===== config.mk =====
export PLATFORM = sky130hd
export DESIGN_NAME = sync_filter_multi
export DESIGN_NICKNAME = d
export VERILOG_FILES = /design/src/rtl/sync_filter_multi.sv
export SDC_FILE = /design/constraint.sdc
export NUM_CORES = 1
export LEC_CHECK = 0
export CORE_MARGIN = 3
export CORE_UTILIZATION = 26
export CTS_CLUSTER_SIZE = 20
export DETAILED_ROUTE_END_ITERATION = 6
export PLACE_DENSITY = 0.47
export SETUP_SLACK_MARGIN = 0.3
export SYNTH_ARGS = -nofsm -noshare
export SYNTH_HDL_FRONTEND = slang
export SYNTH_SLANG_ARGS = --single-unit

===== constraint.sdc =====
create_clock -name CLK -period 1.9 [get_ports CLK]
set_clock_uncertainty 0.15 [all_clocks]
set_input_delay 0.285 -clock CLK [delete_from_list [all_inputs] [get_ports CLK]]
set_output_delay 0.285 -clock CLK [all_outputs]
set_load 0.02 [all_outputs]

===== src/rtl/sync_filter_multi.sv =====
// Multi-channel input synchronizer with an optional consecutive-sample glitch
// filter and registered rise/fall pulses, all in the CLK domain.
module sync_filter_multi #(
  parameter int                NUM_CH     = 4,
  parameter int                NUM_STAGES = 2,
  parameter logic [NUM_CH-1:0] RST_VAL    = {NUM_CH{1'b0}},
  parameter int                FILTER_LEN = 4
) (
  input  logic              CLK,
  input  logic              rst,
  input  logic              flt_en,
  input  logic [NUM_CH-1:0] din,
  output logic [NUM_CH-1:0] dout,
  output logic [NUM_CH-1:0] rise,
  output logic [NUM_CH-1:0] fall
);

  localparam bit FILT_AVAIL = (FILTER_LEN >= 2);
  localparam int CNT_W      = FILT_AVAIL ? $clog2(FILTER_LEN) : 1;
  localparam logic [CNT_W-1:0] CNT_MAX = CNT_W'(FILT_AVAIL ? FILTER_LEN - 1 : 0);

  logic              filt_on;
  logic [NUM_CH-1:0] dout_reg;
  logic [NUM_CH-1:0] dout_next;
  logic [NUM_CH-1:0] rise_reg;
  logic [NUM_CH-1:0] fall_reg;

  // A filter length below 2 degenerates to plain bypass regardless of flt_en.
  assign filt_on = flt_en & FILT_AVAIL;

  generate
    for (genvar gi = 0; gi < NUM_CH; gi++) begin : g_ch
      logic [NUM_STAGES-1:0] stg_reg;
      logic [CNT_W-1:0]      cnt_reg;
      logic [CNT_W-1:0]      cnt_next;
      logic                  sync_bit;
      logic                  dout_nx;

      always_ff @(posedge CLK) begin
        if (rst) begin
          stg_reg <= {NUM_STAGES{RST_VAL[gi]}};
          cnt_reg <= '0;
        end else begin
          stg_reg <= {stg_reg[NUM_STAGES-2:0], din[gi]};
          cnt_reg <= cnt_next;
        end
      end

      assign sync_bit = stg_reg[NUM_STAGES-1];

      // dout only flips on the FILTER_LEN-th consecutive differing sample.
      always_comb begin
        dout_nx  = dout_reg[gi];
        cnt_next = '0;
        if (!filt_on) begin
          dout_nx = sync_bit;
        end else if (sync_bit != dout_reg[gi]) begin
          if (cnt_reg == CNT_MAX) begin
            dout_nx = sync_bit;
          end else begin
            cnt_next = cnt_reg + 1'b1;
          end
        end
      end

      assign dout_next[gi] = dout_nx;
    end
  endgenerate

  always_ff @(posedge CLK) begin
    if (rst) begin
      dout_reg <= RST_VAL;
      rise_reg <= '0;
      fall_reg <= '0;
    end else begin
      dout_reg <= dout_next;
      rise_reg <= dout_next & ~dout_reg;
      fall_reg <= ~dout_next & dout_reg;
    end
  end

  assign dout = dout_reg;
  assign rise = rise_reg;
  assign fall = fall_reg;

endmodule


Word level (Yosys, flattened, before mapping)
Cells that the tools add are included.
Widths: inputs -> output; s select.
{ "classes": {"n_addsub": 4, "n_mul": 0, "n_div": 0, "magnitude_cmp": 0, "eq_ne": 8, "shift": 0, "mux": 12, "bitwise_logic": 9, "reduce_logical": 4} }
{ "ops": {"columns": ["op", "n"], "rows": [
  ["$reduce_or 4->1", 4],
  ["$mux 1", 12],
  ["$add 2x1->2 const B", 4],
  ["$and 4x4->4", 2],
  ["$eq 2x2->1 const B", 4],
  ["$not 4->4", 2],
  ["$not 1->1", 5],
  ["$ne 1x1->1", 4]
]} }
{ "totals": {"regBits": 28, "latchBits": 0, "ramBits": 0, "romBits": 0, "input_bits": 7, "mem_count": 0} }

Logic depth before layout (Yosys ltp)
{ "depth": {"depth_word": 6, "ltp_mapped": 3} }

Worst setup path before layout
No wires, ideal clock.
{ "synth_timing": {"kind": "register to register", "start": "register dout_reg[0], in the netlist dout[0]", "end": "register g_ch[0].cnt_reg[1]", "setup_time_ns": 0.087, "t_arrival_ns": 0.877, "required_time_ns": 1.663, "setup_slack_ns": 0.786, "stages_incl_launch_ff": 3, "synth_period_minus_slack_ns": 1.114, "cell_sequence": "dfxtp_1 > xnor2_1 > nor4b_2"} }
{ "synth_between": {"elab_chain_cells": 3} }
{ "synth_lines": {"columns": ["element", "line_no", "source"], "rows": [
  ["from (decl)", "23", "logic [NUM_CH-1:0] dout_reg;"],
  ["from (signal assigned)", "76", "dout_reg <= dout_next;"],
  ["$ne 1x1->1", "57", "end else if (sync_bit != dout_reg[gi]) begin"],
  ["$not 1->1 (no line)", null, null],
  ["$reduce_or 4->1 (no line)", null, null],
  ["to (signal assigned)", "45", "cnt_reg <= cnt_next;"],
  ["to (decl)", "34", "logic [CNT_W-1:0] cnt_reg;"]
]} }
Every way passes these cells.
A chain may end at the register's enable or synchronous reset.

Worst setup path after layout
{ "layout_timing": {"start": "register dout_reg[2], in the netlist dout[2]", "end": "output dout[2]"} }
{ "layout_lines": {"columns": ["element", "line_no", "source"], "rows": [
  ["to (decl)", "13", "output logic [NUM_CH-1:0] dout,"]
]} }
No word-level cell between the ends.

==> run metrics <==
xor and xnor fraction of the mapped netlist area=0.0314; kind of cell with the highest combined delay on the critical path=flip-flops; multiplexer share of the synthesized area=0; post-CTS resize count=12; setup repair after global routing missed its margin=no; vias in the first global route=658; Tcrit/Tclk final=0.788; placed wire-length estimate=1180 µm; count of distinct cell types in the synthesized netlist=12; measured slew at the worst slew-check pin=421 ps; vias per cell=4.33; Setup Buffers After CTS=0; Layout Cells excl Fill=153; Die Outline Area=5110 µm²; number of hold buffers added after cts=0; detailed-route via count=662; Die X-Extent=71.5 µm; kind of critical path=reg2out; arrival time reported for the critical path endpoint=1060 ps; standby leakage power=0.510 nW; CTS Root Buffer Type=sky130_fd_sc_hd__clkbuf_8; clock-pin slew on the worst setup and hold paths=90 ps; final setup TNS=0 ps; Design Area, Final=1360 µm²; total global routing track utilization=0.0728; maximum number of pins on one net before global-route repair=18; top-area cell type share of the netlist area=0.503; maximum ir drop on the vdd rail=0.231 mV; yosys synthesis warning count=0; maximum clock insertion buffer count=2; top post-synthesis cells by area=sky130_fd_sc_hd__dfxtp_1, sky130_fd_sc_hd__nor4b_2, sky130_fd_sc_hd__ha_1; htree depth=1; leftover overflow at the end of global routing=0; antenna violation net count after detailed routing=0; worst path cell trace=dlygate4sd2_1; FMAX=668 MHz; worst path bufs/invs=1; simple-gate area share of the yosys netlist=0.368; layout overhead on the synthesized area=22.0%; share of layout cells above drive strength 1=0.243; largest family of logic cells by synthesized area=simple AND/OR/NAND/NOR gates; slowest stage cell, crit path=sky130_fd_sc_hd__dfxtp_1; crit start category=flip-flop; launch point of the worst hold path=g_ch[3].stg_reg[0]$_SDFF_PP0_; wire length per cell after detailed routing=10.8 µm; Iteration-0 DRC Markers=11; GP Congestion=0.691; core outline area=4060 µm²; number of antenna diodes=0; max-slew violations=0; critical path launch point=dout[2]$_SDFF_PP0_; Rows=23; IO Port Bufs=18; Clk Latency, worst-skew pair=270 ps; I/O Pins=19; outcome=finished, final reports clean; cell accounting for the most synthesized area=sky130_fd_sc_hd__dfxtp_1; number of violations of the max-capacitance limit=0; final hold viol count=0; HP Class=reg2reg; placement-stage worst setup slack=213 ps; final setup margin=403 ps; CTS tree=done; overall power consumption=1.01 mW; final wirelength=1660 µm; antenna violations before repair=0; ratio of total power to cell area=740 nW/µm²; # clock sinks=28; initial standard-cell utilization of the core=0.275; crit path capture type=output port; number of endpoints failing setup at the final stage=0; Adder-Cell Fraction of Synth Area=0.0449; cell area after placement=1330 µm²; height of the die=71.5 µm; final core utilization=0.335; remaining routing DRC violations=0; minimum clock period after layout=1500 ps; Netlist Area Pre-Place=1110 µm²; sequential element share of the synthesized area=0.503; fill cell total of the finished layout=406; Detailed Routing Iterations Pass 1=4; post-placement cell count=150; wire length of the first global-routing pass=2920 µm; delay contributed by the slowest stage of the critical path=430 ps; count of nets after finishing=116; startpoint of the worst-slack reg-to-reg timing path=g_ch[1].cnt_reg[0]$_SDFF_PP0_; FF+latch count, synth=28; number of buffers added by the clock tree synthesis step=3; Synthesized Nets=95; Mapped Avg Cell Area=13.3 µm²; worst max-slew margin expressed relative to the limit=0.719; synthesized instance count=84; complex-gate fraction of the synthesized area=0.0180; worst hold slack=291 ps; Critical Path RT=1460 ps; critical-path maximum fanout=5
## kinds of logic after synthesis
family	count (synthesis)
xor gates and xnor gates	4
AOI/OAI and AO/OA	4
DFF	28
adders and majority gates	4
buffers and inverters	4
and+or+nand+nor	40
## path summary, 6_finish.rpt
| kind | slack, ps | depth (start not counted) | to |
|---|---|---|---|
| hold / removal | 290 | 1 | g_ch[3].stg_reg[1]$_SDFF_PP0_ |
| setup / recovery | 400 | 1 | dout[2] |
| hold reg to reg | 290 | 1 | g_ch[3].stg_reg[1]$_SDFF_PP0_ |
| setup reg to reg | 680 | 3 | g_ch[1].cnt_reg[0]$_SDFF_PP0_ |
## area by class of cell
cell class                      count  area, µm²  share of cell area
Clock buffer                        3       41.3              0.0304
Tap cell                           50       62.6              0.0460
Multi-Input combinational cell     52        515               0.379
Timing Repair Buffer               20        180               0.132
Sequential cell                    28        561               0.412
## metal layers
layer / GRT usage / vias to the layer above / routed length (µm)
met5: 0 / - / 0
met4: 0.0438 / 0 / 39
met3: 0.0196 / 4 / 89
met2: 0.107 / 16 / 714
met1: 0.0948 / 307 / 814
li1: - / 335 / -
## synthesized netlist by cell type (all sizes together)
| master | instances |
|---|---|
| dfxtp | 28 |
| nor2b | 12 |
| nor4b | 12 |
| nand2b | 8 |
| buf | 4 |
| ha | 4 |
| nand4bb | 4 |
| nor4 | 4 |
| o21ai | 4 |
| xnor2 | 4 |
## power breakdown
part           internal, mW  total (mW)  leakage (nW)  switching, mW
Sequential            0.601       0.611         0.228         0.0100
Clock                 0.142       0.317        0.0216          0.175
Combinational        0.0389      0.0790         0.261         0.0401
Total                 0.782        1.01         0.510          0.225
## placed cells by master, fill, tap and decap left out
master	count
sky130_fd_sc_hd__nor2b_2	4
sky130_fd_sc_hd__nor2b_1	8
sky130_fd_sc_hd__dlygate4sd2_1	12
sky130_fd_sc_hd__clkdlybuf4s50_1	6
sky130_fd_sc_hd__ha_1	4
sky130_fd_sc_hd__o21ai_1	4
sky130_fd_sc_hd__xnor2_1	4
sky130_fd_sc_hd__nor4b_2	12
sky130_fd_sc_hd__nor4_2	4
sky130_fd_sc_hd__nand4bb_1	4
sky130_fd_sc_hd__buf_4	2
sky130_fd_sc_hd__nand2b_1	8
sky130_fd_sc_hd__clkbuf_8	3
sky130_fd_sc_hd__dfxtp_1	28
## worst reg2reg max path, stage by stage, from the launching register on
cell and delay (ps):
sky130_fd_sc_hd__dfxtp_1 330, sky130_fd_sc_hd__ha_1 230, sky130_fd_sc_hd__nand2b_1 190, sky130_fd_sc_hd__nor4_2 230
Power figures use the tool's default switching activity.
